--- src/rtl/game_constants_pkg.sv ---
// Shared game-controller constants, default tunables and small types used by
// the ball motion engine and the paddle motion logic.
package game_constants_pkg;

  // Playfield geometry in pixels
  localparam int TOTAL_WIDTH    = 64;
  localparam int TOTAL_HEIGHT   = 48;
  localparam int PADDLE_WIDTH   = 2;
  localparam int PADDLE_HEIGHT  = 12;
  localparam int BALL_SIDE_SIZE = 2;

  // Half-width of the paddle-centre band that leaves the vertical direction alone
  localparam int BALL_OFFSET_RANGE = 2;

  // Fixed paddle columns and the serve position
  localparam int INITIAL_PADDLE_1_X = 4;
  localparam int INITIAL_PADDLE_2_X = 58;
  localparam int INITIAL_BALL_X     = 31;
  localparam int INITIAL_BALL_Y     = 23;

  // Clocks between movement steps
  localparam int POSITION_CHANGE_FREQ_IN_CLOCKS = 4;

  // Defaults for the ball engine tunables
  localparam int SERVE_DELAY_IN_STEPS_DEFAULT = 64;
  localparam int WINNING_SCORE_DEFAULT        = 9;

  typedef enum logic [1:0] {
    SERVE_WAIT = 2'd0,
    IN_PLAY    = 2'd1,
    GAME_OVER  = 2'd2
  } ball_state_t;

  // DIR_FWD is rightwards on x and downwards on y; DIR_BACK is the opposite
  typedef enum logic {
    DIR_FWD  = 1'b0,
    DIR_BACK = 1'b1
  } dir_t;

endpackage

--- src/rtl/position_step_ticker.sv ---
// Wrapping clock divider that marks one movement step per period.
// The strobe is high on the cycle the counter sits at its maximum.
module position_step_ticker #(
  parameter int POSITION_CHANGE_FREQ_IN_CLOCKS = game_constants_pkg::POSITION_CHANGE_FREQ_IN_CLOCKS
) (
  input  logic clk,
  input  logic rst,
  output logic step
);

  localparam int CW = (POSITION_CHANGE_FREQ_IN_CLOCKS > 1) ? $clog2(POSITION_CHANGE_FREQ_IN_CLOCKS) : 1;
  localparam logic [CW-1:0] CNT_MAX = CW'(POSITION_CHANGE_FREQ_IN_CLOCKS - 1);
  localparam logic [CW-1:0] CNT_ONE = CW'(1);

  logic [CW-1:0] count;

  // Count 0..max and wrap; active-low synchronous reset
  always_ff @(posedge clk) begin
    if (!rst) begin
      count <= '0;
    end else if (count == CNT_MAX) begin
      count <= '0;
    end else begin
      count <= count + CNT_ONE;
    end
  end

  assign step = (count == CNT_MAX);

endmodule

--- src/rtl/ball_motion_engine.sv ---
// Ball physics and scoring: moves the ball one pixel per axis on each step,
// bounces off walls and paddle faces, detects misses, keeps scores and
// sequences serve / play / game-over. All outputs are registered.
module ball_motion_engine #(
  parameter int POSITION_CHANGE_FREQ_IN_CLOCKS = game_constants_pkg::POSITION_CHANGE_FREQ_IN_CLOCKS,
  parameter int TOTAL_WIDTH          = game_constants_pkg::TOTAL_WIDTH,
  parameter int TOTAL_HEIGHT         = game_constants_pkg::TOTAL_HEIGHT,
  parameter int PADDLE_WIDTH         = game_constants_pkg::PADDLE_WIDTH,
  parameter int PADDLE_HEIGHT        = game_constants_pkg::PADDLE_HEIGHT,
  parameter int BALL_SIDE_SIZE       = game_constants_pkg::BALL_SIDE_SIZE,
  parameter int BALL_OFFSET_RANGE    = game_constants_pkg::BALL_OFFSET_RANGE,
  parameter int INITIAL_PADDLE_1_X   = game_constants_pkg::INITIAL_PADDLE_1_X,
  parameter int INITIAL_PADDLE_2_X   = game_constants_pkg::INITIAL_PADDLE_2_X,
  parameter int INITIAL_BALL_X       = game_constants_pkg::INITIAL_BALL_X,
  parameter int INITIAL_BALL_Y       = game_constants_pkg::INITIAL_BALL_Y,
  parameter int SERVE_DELAY_IN_STEPS = game_constants_pkg::SERVE_DELAY_IN_STEPS_DEFAULT,
  parameter int WINNING_SCORE        = game_constants_pkg::WINNING_SCORE_DEFAULT
) (
  input  logic                              clk,
  input  logic                              rst,
  input  logic [$clog2(TOTAL_HEIGHT+1):0]   paddle_1_pos,
  input  logic [$clog2(TOTAL_HEIGHT+1):0]   paddle_2_pos,
  output logic [$clog2(TOTAL_WIDTH+1):0]    ball_pos_x,
  output logic [$clog2(TOTAL_HEIGHT+1):0]   ball_pos_y,
  output logic [3:0]                        score_1,
  output logic [3:0]                        score_2,
  output logic                              point_1,
  output logic                              point_2,
  output logic                              ball_in_play,
  output logic                              game_over
);

  import game_constants_pkg::*;

  localparam int XW = $clog2(TOTAL_WIDTH+1) + 1;
  localparam int YW = $clog2(TOTAL_HEIGHT+1) + 1;
  localparam int SW = (SERVE_DELAY_IN_STEPS > 1) ? $clog2(SERVE_DELAY_IN_STEPS) : 1;

  localparam logic [XW-1:0] X_ONE   = XW'(1);
  localparam logic [YW-1:0] Y_ONE   = YW'(1);
  localparam logic [XW-1:0] SERVE_X = XW'(INITIAL_BALL_X);
  localparam logic [YW-1:0] SERVE_Y = YW'(INITIAL_BALL_Y);
  localparam logic [XW-1:0] BR      = XW'(TOTAL_WIDTH - BALL_SIDE_SIZE);
  localparam logic [YW-1:0] BB      = YW'(TOTAL_HEIGHT - BALL_SIDE_SIZE);
  localparam logic [XW-1:0] P1_FACE = XW'(INITIAL_PADDLE_1_X + PADDLE_WIDTH);
  localparam logic [XW:0]   P2_FACE = (XW+1)'(INITIAL_PADDLE_2_X);
  localparam logic [XW:0]   BALL_W  = (XW+1)'(BALL_SIDE_SIZE);
  localparam logic [YW:0]   BALL_H  = (YW+1)'(BALL_SIDE_SIZE);
  localparam logic [YW:0]   PAD_H   = (YW+1)'(PADDLE_HEIGHT);
  localparam logic [YW:0]   HALF_B  = (YW+1)'(BALL_SIDE_SIZE / 2);
  localparam logic [YW:0]   HALF_P  = (YW+1)'(PADDLE_HEIGHT / 2);
  localparam logic [YW:0]   OFS     = (YW+1)'(BALL_OFFSET_RANGE);
  localparam logic [SW-1:0] SERVE_LAST = SW'(SERVE_DELAY_IN_STEPS - 1);
  localparam logic [SW-1:0] SERVE_ONE  = SW'(1);
  localparam logic [3:0]    WIN_SCORE  = 4'(WINNING_SCORE);

  // One extra MSB on every sum keeps the arithmetic unsigned and overflow-free
  function automatic logic overlaps(input logic [YW-1:0] y, input logic [YW-1:0] p);
    overlaps = (({1'b0, y} + BALL_H) > {1'b0, p}) && ({1'b0, y} < ({1'b0, p} + PAD_H));
  endfunction

  // Off-centre hits steer the ball away from the paddle centre
  function automatic dir_t deflect(input logic [YW-1:0] y, input logic [YW-1:0] p, input dir_t keep);
    logic [YW:0] ball_c;
    logic [YW:0] pad_c;
    ball_c = {1'b0, y} + HALF_B;
    pad_c  = {1'b0, p} + HALF_P;
    if ((ball_c + OFS) < pad_c) deflect = DIR_BACK;
    else if (ball_c > (pad_c + OFS)) deflect = DIR_FWD;
    else deflect = keep;
  endfunction

  logic        step;
  ball_state_t state;
  dir_t        dir_x;
  dir_t        dir_y;
  logic [SW-1:0] serve_cnt;

  logic [XW-1:0] next_x;
  logic [YW-1:0] next_y;
  dir_t          next_dir_x;
  dir_t          next_dir_y;
  dir_t          wall_dir_y;
  logic          hit_1;
  logic          hit_2;
  logic          miss_to_1;
  logic          miss_to_2;

  position_step_ticker #(
    .POSITION_CHANGE_FREQ_IN_CLOCKS(POSITION_CHANGE_FREQ_IN_CLOCKS)
  ) u_ticker (
    .clk  (clk),
    .rst  (rst),
    .step (step)
  );

  // Candidate ball motion for the next in-play step
  always_comb begin
    wall_dir_y = dir_y;
    if (dir_y == DIR_BACK && ball_pos_y == '0) begin
      wall_dir_y = DIR_FWD;
      next_y     = ball_pos_y + Y_ONE;
    end else if (dir_y == DIR_FWD && ball_pos_y == BB) begin
      wall_dir_y = DIR_BACK;
      next_y     = ball_pos_y - Y_ONE;
    end else if (dir_y == DIR_FWD) begin
      next_y = ball_pos_y + Y_ONE;
    end else begin
      next_y = ball_pos_y - Y_ONE;
    end

    hit_1 = (dir_x == DIR_BACK) && (ball_pos_x == P1_FACE) && overlaps(ball_pos_y, paddle_1_pos);
    hit_2 = (dir_x == DIR_FWD) && (({1'b0, ball_pos_x} + BALL_W) == P2_FACE)
            && overlaps(ball_pos_y, paddle_2_pos);
    miss_to_2 = (dir_x == DIR_BACK) && (ball_pos_x == '0);
    miss_to_1 = (dir_x == DIR_FWD) && (ball_pos_x == BR);

    next_dir_x = dir_x;
    next_dir_y = wall_dir_y;
    next_x     = (dir_x == DIR_FWD) ? ball_pos_x + X_ONE : ball_pos_x - X_ONE;
    if (hit_1) begin
      next_dir_x = DIR_FWD;
      next_x     = ball_pos_x + X_ONE;
      next_dir_y = deflect(ball_pos_y, paddle_1_pos, wall_dir_y);
    end else if (hit_2) begin
      next_dir_x = DIR_BACK;
      next_x     = ball_pos_x - X_ONE;
      next_dir_y = deflect(ball_pos_y, paddle_2_pos, wall_dir_y);
    end
  end

  // Serve / play / game-over sequencing with registered outputs
  always_ff @(posedge clk) begin
    if (!rst) begin
      state        <= SERVE_WAIT;
      serve_cnt    <= '0;
      dir_x        <= DIR_FWD;
      dir_y        <= DIR_FWD;
      ball_pos_x   <= SERVE_X;
      ball_pos_y   <= SERVE_Y;
      score_1      <= '0;
      score_2      <= '0;
      point_1      <= 1'b0;
      point_2      <= 1'b0;
      ball_in_play <= 1'b0;
      game_over    <= 1'b0;
    end else begin
      point_1 <= 1'b0;
      point_2 <= 1'b0;
      if (step) begin
        case (state)
          SERVE_WAIT: begin
            if (serve_cnt == SERVE_LAST) begin
              serve_cnt    <= '0;
              state        <= IN_PLAY;
              ball_in_play <= 1'b1;
            end else begin
              serve_cnt <= serve_cnt + SERVE_ONE;
            end
          end
          IN_PLAY: begin
            if (!(hit_1 || hit_2) && (miss_to_1 || miss_to_2)) begin
              ball_pos_x   <= SERVE_X;
              ball_pos_y   <= SERVE_Y;
              dir_y        <= DIR_FWD;
              ball_in_play <= 1'b0;
              if (miss_to_1) begin
                score_1 <= score_1 + 4'd1;
                point_1 <= 1'b1;
                dir_x   <= DIR_FWD;
                if ((score_1 + 4'd1) == WIN_SCORE) begin
                  state     <= GAME_OVER;
                  game_over <= 1'b1;
                end else begin
                  state <= SERVE_WAIT;
                end
              end else begin
                score_2 <= score_2 + 4'd1;
                point_2 <= 1'b1;
                dir_x   <= DIR_BACK;
                if ((score_2 + 4'd1) == WIN_SCORE) begin
                  state     <= GAME_OVER;
                  game_over <= 1'b1;
                end else begin
                  state <= SERVE_WAIT;
                end
              end
            end else begin
              ball_pos_x <= next_x;
              ball_pos_y <= next_y;
              dir_x      <= next_dir_x;
              dir_y      <= next_dir_y;
            end
          end
          GAME_OVER: begin
            state <= GAME_OVER;
          end
          default: begin
            state <= SERVE_WAIT;
          end
        endcase
      end
    end
  end

endmodule

--- config.mk ---
export PLATFORM = sky130hd
export DESIGN_NAME = ball_motion_engine
export DESIGN_NICKNAME = d
export VERILOG_FILES = /design/src/rtl/game_constants_pkg.sv /design/src/rtl/position_step_ticker.sv /design/src/rtl/ball_motion_engine.sv
export SDC_FILE = /design/constraint.sdc
export NUM_CORES = 1
export LEC_CHECK = 0
export BUFFER_PORTS_ARGS = -buffer_cell sky130_fd_sc_hd__buf_2
export CORE_MARGIN = 3
export CORE_UTILIZATION = 56
export CTS_BUF_LIST = sky130_fd_sc_hd__clkbuf_8
export DETAILED_ROUTE_END_ITERATION = 16
export GPL_TIMING_DRIVEN = 0
export PLACE_DENSITY = 0.79
export SETUP_SLACK_MARGIN = 0.5
export SLEW_MARGIN = 20
export SYNTH_ARGS = -nofsm -noshare
export SYNTH_HDL_FRONTEND = slang
export SYNTH_SLANG_ARGS = --single-unit
--- constraint.sdc ---
create_clock -name clk -period 2.9 [get_ports clk]
set_input_delay 0.435 -clock clk [delete_from_list [all_inputs] [get_ports clk]]
set_output_delay 0.435 -clock clk [all_outputs]
set_load 0.005 [all_outputs]
==> flow_summary_export.csv <==
group,metric,value,unit
status,status,"finished, violations left",
status,violations,"setup timing",
power_and_ir_drop,ir_drop,0.257,mV
synth,synth_compound_area_share,18.7,%
synth,ys_types,66,
synth,netlist_area,0.00437,mm²
layout,mostFrequentLayoutCell,"ha_1",
grt,grt.total_usage,28.9,%
layout,drive_above_1_share,31.0,%
worst_setup_path,crit_family,"compound AO/OA/AOI/OAI gates",
worst_setup_path,crit_required,3.09,ns
synth,yosysSeqAreaShare,17.9,%
synth,synth-simple-area-share,23.1,%
layout,most-common-layout-cells,"75 x ha_1, 47 x nor2_1, 44 x buf_2, 40 x buf_4, 38 x nand2_1",
grt,grt_pass1_vias,4268,
sta,tightestPinTransition,0.643,ns
route,via_count,4895,
power_and_ir_drop,leakage,2.61,nW
worst_setup_path,critPathArrivalTime,3.36,ns
hold_path,whs_endpoint,"u_ticker.count[0]$_SDFF_PP0_",
floorplan,start_util,58.9,%
route,antenna_left,0,
sta,fin_crit_sh,109,%
worst_setup_path,slowest_delay,0.36,ns
worst_setup_path,reg2reg_from,"ball_pos_y[5]$_SDFFE_PN0P_",
synth,synth_top_family_by_area,"adder cells",
floorplan,coreArea,0.00741,mm²
sta,finalClockSkew,0.0135,ns
sta,max_freq,315,MHz
floorplan,die_h,94.3,µm
clocking,numCtsBuffers,5,
route,first_pass_iters,6,
clocking,htree_levels,2,
sta,drv_slew,0,
floorplan,ios,43,
synth,synthMuxAreaShare,1.40,%
route,drcViolationCount,0,
placed_design,globalplace.congestion,0.956,
sta,setup_tns,-2.31,ns
route,drt_iter0_markers,634,
worst_setup_path,endpoint_kind,"register",
worst_setup_path,cp-start-kind,"input pin",
clocking,cts-root-buf,"clkbuf_8",
sta,hold_ws,0.439,ns
placed_design,post-dp-hpwl,8920,µm
synth,synth_fp_nets,645,
hold_path,hold_path_class,"reg2reg",
clocking,cts_tree,"built",
grt,overflow,0,
synth,ys_ff_latch,39,
layout,diodes,0,
floorplan,placementRows,31,
floorplan,dieArea,0.00889,mm²
grt,antenna_found_initial,0,
sta,period_needed,3.17,ns
clocking,cts_buffer_depth,2,
clocking,insertion_delay,0.30,ns
worst_setup_path,worst_r2r_path_depth,14,
synth,synth_enable_flop_cells,0,
run,drv_cap,0,
route,wire_per_inst,20.9,µm
worst_setup_path,path_cells,"buf_2 > inv_1 > ha_1 > xor2_1 > or3_1 > nor3_1 > xor2_1 > ha_1 > nand4_1 > o21ai_0 > o21ai_0 > a211oi_1 > o31ai_1",
floorplan,dieWidth,94.3,µm
synth,postSynthAreaPerCell,8.01,µm²
grt,grt_max_degree,13,
placed_design,portBuffers,41,
layout,num-fill-cells,422,
synth,ys.flop_type,"dfxtp_1",
sta,relSlewSlack,57.1,%
synth,synth-adder-area-share,24.1,%
clocking,clk_pin_slew_worst_paths,0.09,ns
clocking,cts_sinks,39,
sta,final-hold-violation-count,0,
worst_setup_path,worst-path-buf-inv,2,
layout,area_delta_synth_final,36.7,%
synth,ys_warn_count,0,
sta,rsz0062_at_grt,"yes",
layout,layout.nets,741,
route,postRouteWirelength,15500,µm
hold_path,hold_depth,1,
worst_setup_path,rr_endpoint,"ball_pos_x[6]$_SDFFE_PN0P_",
synth,synth-xor-area-share,10.2,%
sta,final-setup-viol-count,22,
route,vias_per_cell,6.61,
worst_setup_path,critPathKind,"in2reg",
worst_setup_path,r2r_slack,-0.23,ns
power_and_ir_drop,power.density,211,mW/mm²
grt,grt_pass1_wl,20500,µm
synth,async_flop_share,0,%
synth,netlist_instances,545,
worst_setup_path,slowest_stage,"a211oi_1",
hold_path,hold_start,"u_ticker.count[0]$_SDFF_PP0_",
sta,fin_ws,-0.270,ns
worst_setup_path,crit_fanout,5,
==> worst register-to-register path, stage by stage (launching register included) <==
cell,delay [ns]
dfxtp_4,0.38
clkbuf_16,0.12
and3_4,0.20
nand3_4,0.10
xnor2_4,0.23
ha_4,0.25
a21oi_1,0.22
nand2_1,0.10
a21o_1,0.19
a31oi_4,0.21
o31a_1,0.29
buf_6,0.16
o2111ai_2,0.13
a211o_1,0.32
o211a_1,0.13
==> metal layers <==
layer	up-vias	wire, µm	track usage [%]
li1	2148	-	-
met1	2259	6060	39.6
met2	375	6870	46.0
met3	113	1640	5.85
met4	0	892	7.94
met5	-	0	0
==> final cells by class <==
type / instances / area (µm²) / area share [%]
plain buffers: 19 / 160 / 2.68
clock buffers: 6 / 82.6 / 1.38
clock inverters: 2 / 8.76 / 0.147
inverters: 30 / 119 / 1.99
multi-input cells: 457 / 4050 / 67.9
flip-flops and latches: 39 / 801 / 13.4
well taps: 99 / 124 / 2.08
repair buffers: 89 / 619 / 10.4
==> cell families after synthesis <==
logic type / after synthesis
DFF: 39
buffers and inverters: 49
muxes: 6
and+or+nand+nor: 197
xor gates and xnor gates: 51
AOI/OAI and AO/OA: 119
adders and majority gates: 84
==> synth_stat cells (7+ instances only) <==
library cell | count | area [µm²]
a21o_1 | 9 | 67.6
a21oi_1 | 30 | 150
and3_1 | 11 | 68.8
clkbuf_1 | 13 | 48.8
dfxtp_1 | 39 | 781
ha_1 | 84 | 1050
inv_1 | 29 | 109
nand2_1 | 42 | 158
nand3_1 | 20 | 100
nand4_1 | 9 | 56.3
nor2_1 | 48 | 180
nor2b_1 | 8 | 50.1
nor3_1 | 18 | 90.1
o21ai_0 | 27 | 135
or3_1 | 7 | 43.8
xnor2_1 | 31 | 272
xor2_1 | 20 | 175
==> where the power goes <==
part	total [W]	leakage [nW]	switching (W)	internal, W
clock	0.000386	0.0524	0.000197	0.000189
sequential	0.000538	0.316	0.00000281	0.000535
combinational	0.000336	2.24	0.000193	0.000143
total	0.00126	2.61	0.000393	0.000866
==> worst max-delay path by stage <==
stage / startpoint / endpoint / slack [ns] / cells after the start
final: paddle_1_pos[1] / dir_y$_SDFFE_PN0P_ / -0.27 / 13
after global routing: ball_pos_y[1]$_SDFFE_PN1P_ / dir_y$_SDFFE_PN0P_ / -0.35 / 14
after CTS: ball_pos_y[1]$_SDFFE_PN1P_ / ball_pos_x[6]$_SDFFE_PN0P_ / -0.12 / 11
after detailed placement: ball_pos_y[4]$_SDFFE_PN1P_ / dir_y$_SDFFE_PN0P_ / -0.56 / 12
after global placement: ball_pos_y[0]$_SDFFE_PN1P_ / dir_y$_SDFFE_PN0P_ / -0.48 / 12
after floorplan: ball_pos_y[5]$_SDFFE_PN0P_ / ball_pos_x[6]$_SDFFE_PN0P_ / 0.01 / 13
==> through the flow <==
step                      power (W)  area, µm²  instances  worst slack, ns  util, %
after floorplan            0.000755       4560        545           0.0129        -
after global placement     0.000813       4890        685           -0.476     66.0
after detailed placement   0.000829       4890        685           -0.564     66.0
after CTS                   0.00121       5530        724           -0.124     74.6
after global routing        0.00130       5970        741           -0.351     80.5
final                       0.00126       5970        741           -0.270     80.5
==> flip-flops by register name, summed over array words and instances (netlist names), 2 cells and up <==
name,count
ball_pos_y,7
state,2
serve_cnt,6
score_2,4
ball_pos_x,8
u_ticker.count,2
score_1,4
==> what timing repair did <==
| action | in CTS | in global routing |
|---|---|---|
| gates cloned | 1 | 0 |
| hold buffers | 0 | 0 |
| pin swaps | 14 | 26 |
| setup endpoints to repair | 31 | 31 |
| setup buffers | 30 | 17 |
| gates resized for setup | 50 | 55 |
Power figures use the tool's default switching activity.
